File: config.mk
export PLATFORM = sky130hd
export DESIGN_NAME = l1b_weight_rd_seq
export DESIGN_NICKNAME = d
export VERILOG_FILES = /design/src/rtl/l1b_pkg.sv /design/src/rtl/l1b_credit_cnt.sv /design/src/rtl/l1b_weight_rd_seq.sv
export SDC_FILE = /design/constraint.sdc
export NUM_CORES = 1
export LEC_CHECK = 0
export CORE_UTILIZATION = 47
export DETAILED_ROUTE_END_ITERATION = 16
export PLACE_DENSITY_LB_ADDON = 0.25
export REMOVE_ABC_BUFFERS = 1
export SYNTH_ARGS = -nofsm -noshare
export SYNTH_HDL_FRONTEND = slang
export SYNTH_SLANG_ARGS = --single-unit
File: constraint.sdc
create_clock -name clk -period 2.4 [get_ports clk]
set_input_delay 0.6 -clock clk [delete_from_list [all_inputs] [get_ports clk]]
set_output_delay 0.6 -clock clk [all_outputs]
set_load 0.01 [all_outputs]
File: src/rtl/l1b_pkg.sv
`default_nettype none
// ============================================================================
// l1b_pkg : shared L1B bank defaults and weight-read sequencer state encoding
// Revision: 1.0
// ============================================================================
package l1b_pkg;

    localparam int L1B_RAM_DEPTH_DEF = 256;
    localparam int BANK_CH_DEF       = 16;
    localparam int CREDITS_DEF       = 4;

    typedef enum logic [1:0] {
        SEQ_IDLE  = 2'd0,
        SEQ_ISSUE = 2'd1,
        SEQ_DRAIN = 2'd2,
        SEQ_DONE  = 2'd3
    } l1b_seq_state_e;

endpackage
`default_nettype wire

File: src/rtl/l1b_credit_cnt.sv
`default_nettype none
// ============================================================================
// l1b_credit_cnt : consumer-slot credit counter with saturation and sticky error
// Revision: 1.0
// ============================================================================
module l1b_credit_cnt #(
    parameter int CREDITS = 4,
    localparam int CRD_W  = $clog2(CREDITS + 1)
) (
    input  logic             clk,
    input  logic             rst,
    input  logic             inc,
    input  logic             dec,
    output logic [CRD_W-1:0] count,
    output logic             err
);

    localparam logic [CRD_W-1:0] FULL = CRD_W'(CREDITS);

    always_ff @(posedge clk) begin
        if (rst) begin
            count <= FULL;
            err   <= 1'b0;
        end else if (inc && !dec) begin
            // A return with no slot outstanding is a consumer bug: saturate and flag it.
            if (count == FULL) begin
                err <= 1'b1;
            end else begin
                count <= count + 1'b1;
            end
        end else if (dec && !inc) begin
            count <= count - 1'b1;
        end
    end

endmodule
`default_nettype wire

File: src/rtl/l1b_weight_rd_seq.sv
`default_nettype none
// ============================================================================
// l1b_weight_rd_seq : strided weight-row read sequencer for one L1B bank
// Revision: 1.0
// ============================================================================
module l1b_weight_rd_seq
    import l1b_pkg::*;
#(
    parameter int BANK_CH       = BANK_CH_DEF,
    parameter int L1B_RAM_DEPTH = L1B_RAM_DEPTH_DEF,
    parameter int CREDITS       = CREDITS_DEF,
    localparam int ADDR_W       = $clog2(L1B_RAM_DEPTH),
    localparam int LEN_W        = ADDR_W + 1,
    localparam int CRD_W        = $clog2(CREDITS + 1)
) (
    input  logic               clk,
    input  logic               rst,
    input  logic               cmd_valid,
    output logic               cmd_ready,
    input  logic [ADDR_W-1:0]  cmd_base_addr,
    input  logic [ADDR_W-1:0]  cmd_stride,
    input  logic [LEN_W-1:0]   cmd_len,
    input  logic [BANK_CH-1:0] cmd_ch_mask,
    input  logic [1:0]         cmd_dst_sel,
    input  logic               abort,
    input  logic               l1b_gpu_mode,
    input  logic               tcache_data_busy,
    input  logic               credit_return,
    output logic [BANK_CH-1:0] tcache_data_cs,
    output logic               tcache_data_data_we,
    output logic [ADDR_W-1:0]  tcache_data_addr,
    output logic               l1b_weight_rd_mode,
    output logic [1:0]         l1b_mv_cub_dst_sel,
    output logic               seq_busy,
    output logic               seq_done,
    output logic               seq_aborted,
    output logic               credit_err
);

    localparam logic [ADDR_W:0] DEPTH = (ADDR_W + 1)'(L1B_RAM_DEPTH);

    l1b_seq_state_e     state;
    logic [ADDR_W-1:0]  row;
    logic [ADDR_W-1:0]  stride_r;
    logic [LEN_W-1:0]   remaining;
    logic [BANK_CH-1:0] mask_r;
    logic [1:0]         dst_r;
    logic               aborted_r;

    logic [CRD_W-1:0]   credit;
    logic               issue;
    logic               rd_window;
    logic [ADDR_W:0]    row_sum;
    logic [ADDR_W-1:0]  row_next;

    assign issue = (state == SEQ_ISSUE) && !l1b_gpu_mode && !tcache_data_busy
                   && (credit != '0) && !abort;

    // Both operands are below DEPTH, so one conditional subtract gives the modulo.
    assign row_sum  = {1'b0, row} + {1'b0, stride_r};
    assign row_next = (row_sum >= DEPTH) ? ADDR_W'(row_sum - DEPTH) : row_sum[ADDR_W-1:0];

    l1b_credit_cnt #(
        .CREDITS (CREDITS)
    ) u_credit (
        .clk   (clk),
        .rst   (rst),
        .inc   (credit_return),
        .dec   (issue),
        .count (credit),
        .err   (credit_err)
    );

    always_ff @(posedge clk) begin
        if (rst) begin
            state     <= SEQ_IDLE;
            row       <= '0;
            stride_r  <= '0;
            remaining <= '0;
            mask_r    <= '0;
            dst_r     <= '0;
            aborted_r <= 1'b0;
        end else begin
            case (state)
                SEQ_IDLE: begin
                    if (cmd_valid) begin
                        row       <= cmd_base_addr;
                        stride_r  <= cmd_stride;
                        remaining <= cmd_len;
                        mask_r    <= cmd_ch_mask;
                        dst_r     <= cmd_dst_sel;
                        aborted_r <= 1'b0;
                        state     <= (cmd_len == '0) ? SEQ_DONE : SEQ_ISSUE;
                    end
                end
                SEQ_ISSUE: begin
                    if (abort) begin
                        aborted_r <= 1'b1;
                        state     <= SEQ_DRAIN;
                    end else if (issue) begin
                        row       <= row_next;
                        remaining <= remaining - 1'b1;
                        if (remaining == LEN_W'(1)) begin
                            state <= SEQ_DRAIN;
                        end
                    end
                end
                SEQ_DRAIN: state <= SEQ_DONE;
                default:   state <= SEQ_IDLE;
            endcase
        end
    end

    // DRAIN keeps the weight path selected while the last row's read data returns.
    assign rd_window           = (state == SEQ_ISSUE) || (state == SEQ_DRAIN);
    assign cmd_ready           = (state == SEQ_IDLE);
    assign tcache_data_cs      = issue ? mask_r : '0;
    assign tcache_data_addr    = row;
    assign tcache_data_data_we = 1'b0;
    assign l1b_weight_rd_mode  = rd_window;
    assign l1b_mv_cub_dst_sel  = rd_window ? dst_r : 2'b00;
    assign seq_busy            = (state != SEQ_IDLE);
    assign seq_done            = (state == SEQ_DONE);
    assign seq_aborted         = (state == SEQ_DONE) && aborted_r;

endmodule
`default_nettype wire

==> Yosys cells after proc, flatten, opt, wreduce, memory -nomap -nowiden <==
Index checks and enable logic that the tools add are counted.
{ "op_classes": {"order_cmp": 1, "n_eq_ne": 12, "bitwise_logic": 0, "n_reduce_logical": 25, "n_shift": 0, "mul": 0, "muxes": 23, "div": 0, "addsub": 5} }
{ "ops": {"columns": ["cell", "n"], "rows": [
  ["8-bit two-way mux", 4],
  ["9-bit two-way mux", 3],
  ["9-bit one-hot mux with 2 select lines", 1],
  ["16-bit two-way mux", 1],
  ["8-bit one-hot mux with 2 select lines", 1],
  ["2-bit two-way mux", 6],
  ["2-bit inequality test (second input constant)", 5],
  ["8-bit by 8-bit adder with 9-bit output", 1],
  ["9-bit by 1-bit equality test with 1-bit output (second input constant)", 1],
  ["9-bit greater-or-equal comparator (second input constant)", 1],
  ["9-bit logical NOT", 1],
  ["3-bit two-way mux", 3],
  ["9-bit by 1-bit subtractor with 9-bit output (second input constant)", 1],
  ["8-bit by 1-bit subtractor with 8-bit output (second input constant)", 1],
  ["1-bit logical AND", 7],
  ["2-bit one-hot mux with 3 select lines", 1],
  ["2-bit AND reduction", 3],
  ["3-bit AND reduction", 2],
  ["2-bit nonzero test", 3],
  ["1-bit logical NOT", 5],
  ["2-bit equality test (second input constant)", 2],
  ["4-bit AND reduction", 1],
  ["3-bit by 1-bit adder with 3-bit output (second input constant)", 1],
  ["3-bit equality test (second input constant)", 1],
  ["9 further kinds", 10]
]} }
{ "word_totals": {"rom_bits": 0, "mem_count": 0, "ram_bits": 0, "word_cells": 75, "ff_bits": 50, "output_inout_bits": 33, "latchBits": 0} }

==> Depth between registers and ports, before layout <==
{ "logic_depth": {"ltp_word": 9, "depth_mapped": 10} }

==> Modules after synthesis <==
A second synthesis with hierarchy kept.
{ "hier_totals": {"hier_cells": 362, "hier_area_um2": 2867.8} }
{ "by_module_without_submodules": {"columns": ["module", "cells_each", "instances", "area_each_um2", "seq_area_each_um2"], "rows": [
  ["l1b_weight_rd_seq", 335, 1, 2608.8, 920.9],
  ["l1b_credit_cnt", 27, 1, 259.0, 80.1]
]} }

==> Least setup slack after synthesis <==
OpenSTA, ideal clock, no wires.
{ "synth_timing": {"kind": "input to output", "from": "input l1b_gpu_mode", "to": "output tcache_data_cs[10]", "t_required_ns": 1.800, "path_stages": 4, "n_path_buf": 2, "arrival_time_ns": 1.621, "path_slack_ns": 0.179, "cell_sequence": "nor4b_2 > clkbuf_1 > clkbuf_1 > and3_1"} }
{ "synth_via": {"elab_chain_cells": 6} }
{ "synth_rtl": {"columns": ["item", "line_no", "source"], "rows": [
  ["from (decl)", "l1b_weight_rd_seq.sv:26", "input logic l1b_gpu_mode,"],
  ["1-bit logical NOT", "l1b_weight_rd_seq.sv:56", "assign issue = (state == SEQ_ISSUE) && !l1b_gpu_mode && !tcache_data_busy"],
  ["1-bit logical AND (2 in a row)", "l1b_weight_rd_seq.sv:56", null],
  ["1-bit logical AND (2 in a row)", "l1b_weight_rd_seq.sv:57", "&& (credit != '0) && !abort;"],
  ["16-bit two-way mux", "l1b_weight_rd_seq.sv:117", "assign tcache_data_cs = issue ? mask_r : '0;"],
  ["to (decl)", "l1b_weight_rd_seq.sv:29", "output logic [BANK_CH-1:0] tcache_data_cs,"]
]} }
No other way between the ends.

==> Final worst setup path <==
{ "layout_timing": {"from": "register state[1]", "to": "output tcache_data_cs[14]"} }
{ "layout_via": {"elab_chain_cells": 6} }
{ "layout_rtl": {"columns": ["item", "line_no", "source"], "rows": [
  ["from (decl)", "l1b_weight_rd_seq.sv:42", "l1b_seq_state_e state;"],
  ["from (signal assigned)", "l1b_weight_rd_seq.sv:93", "state <= (cmd_len == '0) ? SEQ_DONE : SEQ_ISSUE;"],
  ["2-bit by 1-bit equality test with 1-bit output", "l1b_weight_rd_seq.sv:56", null],
  ["1-bit logical AND (2 in a row)", "l1b_weight_rd_seq.sv:56", null],
  ["1-bit logical AND (2 in a row)", "l1b_weight_rd_seq.sv:57", null],
  ["16-bit two-way mux", "l1b_weight_rd_seq.sv:117", null]
]} }
No other way between the ends.

==> run summary <==
The run finished with clean final reports. The register share of total power is 30.7%. Counting stages on the worst path, the most repeated cell is sky130_fd_sc_hd__buf_4.

Together, buffers and inverters on the worst path number 5. For the worst-skew pair, the clock arrives at the later sink with an insertion delay of 0.30 ns. The number of cell rows is 27. The combinational share of power is a little over half. In this run, CTS created clock tree buffers numbering 5. In this run the static leakage power is between 1.5 and 2 nW. The TritonCTS clock tree is built. The critical path is of the reg -> out type. The capturing element type of the critical path is an output port. The clock transition at the registers of the reported paths came out at 0.09 ns. The count of buffers added on input and output ports is just over 80. The number of antenna violations at the first check in global routing came out at 0. The number of synthesized flops with an enable pin came out at 0. Static timing analysis puts the maximum clock frequency at 0.4366 GHz. The signal on the critical path passes through inv_4 -> ha_4 -> nor4b_4 -> buf_4 -> buf_6 -> buf_4 -> and3_1 -> buf_2. The transition at the pin with the smallest max-transition slack is approximately 0.5 ns. The number of failing hold endpoints at the final stage was 0.

For flop-to-flop paths, the worst setup slack is roughly 0.15 ns. The synthesis-to-finish area growth came out at 40.51%. The largest net degree at the start of global routing is 34. Setup repair after global routing left no endpoint under its margin. The routed wirelength normalized by instance count is roughly 15 um. Power comes to 4.083 mW.

For this run, the leading register cell type out of synthesis is sky130_fd_sc_hd__dfxtp_1. The internal power of the cells came out at roughly 2.4 mW. The via count of the first global-routing pass is 2,725. For this design, the slowest cell found on the critical path is sky130_fd_sc_hd__dfxtp_2. The number of max-cap violations is 0. The largest fanout of any net on the critical path is 5. The antenna diode count came out at 0.

The stage delay of the slowest cell on the critical path is ~0.36 ns. The total negative slack for setup checks is 0 ns. The cell family contributing the most delay on the critical path is buffers and inverters. The top-level port count came out at 83. The time the final worst path needs with I/O delays and setup is ~2.3 ns. The via count normalized by instance count is ~5.4. The max-slew headroom at the worst pin is 65.80%. Across the VDD grid, the largest voltage drop is just under 0.7 mV. After synthesis the netlist holds a flip-flop and latch count of 50. The worst hold path class is reg -> reg. The worst clock skew on the final layout came out at 0.008003 ns. The library cells used most frequently in the layout, excluding fill and tap cells, are 65 x sky130_fd_sc_hd__nand2_1, 60 x sky130_fd_sc_hd__clkdlybuf4s50_1, 48 x sky130_fd_sc_hd__dfxtp_1.

For this design the total switching power over the nets is around 1.6 mW. The half-perimeter wire length after detailed placement is about 5.4 mm. The power density normalized to cell area is roughly 1000 nW/um^2.

In this run the mean area of a mapped cell was 7.799 sq um. After synthesis, the share of flip-flops with an asynchronous set or reset is 0%. The overflow left after global routing came out at 0.

For this configuration, the core starts out at a cell density of between 40% and 50%. The max-slew violation count is 0. For this run, design rule violations remaining after detail routing come to 0. The weighted congestion reported at the end of routability-driven placement came out at 0.8159. The total wirelength of the detailed-routed design is 7.622 mm. Setup violations remaining at the end of the flow were counted as 0.

Measured along the y axis, the die boundary spans slightly below 80 um. The total area inside the core boundary comes to approximately 5600 sq um. The number of H-tree levels is 2.

The global-route wire length before repair is ~13 mm. The global-route total usage across every layer came out at around a quarter. The number of hold buffers added after CTS was 0. In the synthesized netlist, the number of instances is about 360.

The worst path uses between 90% and 100% of the clock period. From left edge to right edge, the die measures 78.86 um. The clock network is responsible for between 10 and 15% of the overall power. Data on the critical path arrives at its endpoint at ~1.7 ns. Cells with a size suffix above 1 make up 14.70% of the layout.

The library cell used most frequently in the layout, excluding fill and tap cells, is sky130_fd_sc_hd__nand2_1. The maximum clock insertion buffer count is 2. The CTS sink count came out at 50. STA classifies the critical path startpoint as a register.

For this block, the initial DRC count from the detailed router was between 150 and 200. The critical path data required time came out at 1.80 ns. The mapped netlist covers approximately 2800 sq um. Hold is met by 0.4529 ns.

At the end of the flow, the number of nets in the layout was a little over 500. Net switching is between 40% and 50% of the power. The pre-antenna-repair detailed-routing pass consisted of 4 iterations. The post-synthesis cell type count came out at between 40 and 50. The sequential fraction of the synthesis area came out at 36.05%. The tree is rooted in a sky130_fd_sc_hd__clkbuf_8. The number of vias in the routed layout is about 2,800. During synthesis, Yosys emitted a total of 0 warnings. The area of the die is ~6200 sq um. The post-route antenna net violation count is 0.
flip-flops by register name, indices dropped and copies added (netlist names):
signal / count
mask_r: 16
remaining: 9
stride_r: 8
tcache_data_addr: 8
u_credit.count: 3
dst_r: 2
state: 2
aborted_r: 1
u_credit.err: 1
layout make-up:
class                   count  area (sq um)
fillers                   487          1707
multi-input cells         268          1672
flip-flops and latches     50          1003
repair buffers            107         957.2
well taps                  72         90.09
clock buffers               6         82.58
inverters                  17         66.31
clock inverters             1         30.03
layer usage:
layer | vias to the layer above | share of wire (%) | track usage [%]
met5 | - | 0 | 0
met4 | 0 | 0.89 | 8.182
met3 | 4 | 4.0 | 2.759
met2 | 65 | 50 | 45.65
met1 | 1338 | 45 | 32.33
li1 | 1429 | - | -
repair_timing:
action | CTS | global route
setup buffers | 5 | 0
endpoints found under the setup margin | 18 | 11
pin swaps | 1 | 2
cloned | 2 | 0
resized for setup | 82 | 15
synth_stat cells (all sizes together), types with 2 or more instances:
| cell | n | area [sq um] |
|---|---|---|
| a211oi | 7 | 52.55 |
| a21o | 4 | 30.03 |
| a21oi | 43 | 215.2 |
| a31oi | 4 | 25.02 |
| a32oi | 2 | 17.52 |
| and2 | 6 | 37.54 |
| and3 | 17 | 106.4 |
| buf | 6 | 30.03 |
| clkbuf | 15 | 56.30 |
| dfxtp | 50 | 1001 |
| fa | 2 | 40.04 |
| ha | 13 | 162.7 |
| inv | 17 | 63.81 |
| mux2i | 7 | 70.07 |
| nand2 | 66 | 247.7 |
| nand3 | 6 | 30.03 |
| nor2 | 20 | 82.58 |
| nor2b | 8 | 50.05 |
| nor3 | 3 | 15.01 |
| nor3b | 3 | 22.52 |
| nor4 | 3 | 18.77 |
| nor4b | 2 | 38.78 |
| o211ai | 4 | 30.03 |
| o21a | 2 | 15.01 |
| o21ai | 18 | 90.09 |
| o22ai | 2 | 12.51 |
| o32ai | 2 | 17.52 |
| o41a | 2 | 22.52 |
| or2 | 2 | 12.52 |
| or3 | 3 | 18.77 |
| or4 | 4 | 33.78 |
| xnor2 | 3 | 26.28 |
stage by stage:
step | setup slack (ns) | util, % | std cells | instance area, sq um
after global placement | -0.4983 | 66.93 | 508 | 3754
final | 0.1094 | 69.57 | 521 | 3901
after detailed placement | -0.4950 | 66.93 | 508 | 3754
after global routing | 0.03864 | 69.57 | 521 | 3901
after CTS | 0.001451 | 69.66 | 522 | 3906
after floorplan | -1.275 | - | 335 | 2690
kinds of logic (layout without fill, tap and decap cells):
group,count (synthesis),count (layout),synth area share (%)
other cells,1,1,0.1351
mux,8,8,2.929
flops,50,50,36.05
fa+ha+maj,15,15,7.301
xor+xnor,3,3,0.9465
buf+inv,38,131,5.408
compound gates,97,97,21.18
simple gates,144,144,26.05
worst reg2reg max path, delay by kind of cell, from the launching register on:
family,cells,cell delay [ns]
AO/OA/AOI/OAI,2,0.34
buffers and inverters,3,0.56
AND/OR/NAND/NOR,2,0.81
adder cells (fa/ha/maj),1,0.13
flip-flops,1,0.35
path summary, 6_finish.rpt:
path / startpoint / end / cells past startpoint
max: state[1] / tcache_data_cs[14] / 8
min: mask_r[6] / mask_r[6] / 2
max reg2reg: state[1] / state[0] / 8
min reg2reg: mask_r[6] / mask_r[6] / 2
power by group through the flow:
stage          clock, mW  combinational, mW  sequential, mW
2_1_floorplan          0               1.30            1.25
3_3_place_gp           0               2.06            1.25
3_5_place_dp           0               2.13            1.25
4_1_cts            0.613               2.21            1.25
5_1_grt            0.647               2.46            1.29
6_report           0.605               2.23            1.25
Power figures use the tool's default switching activity.
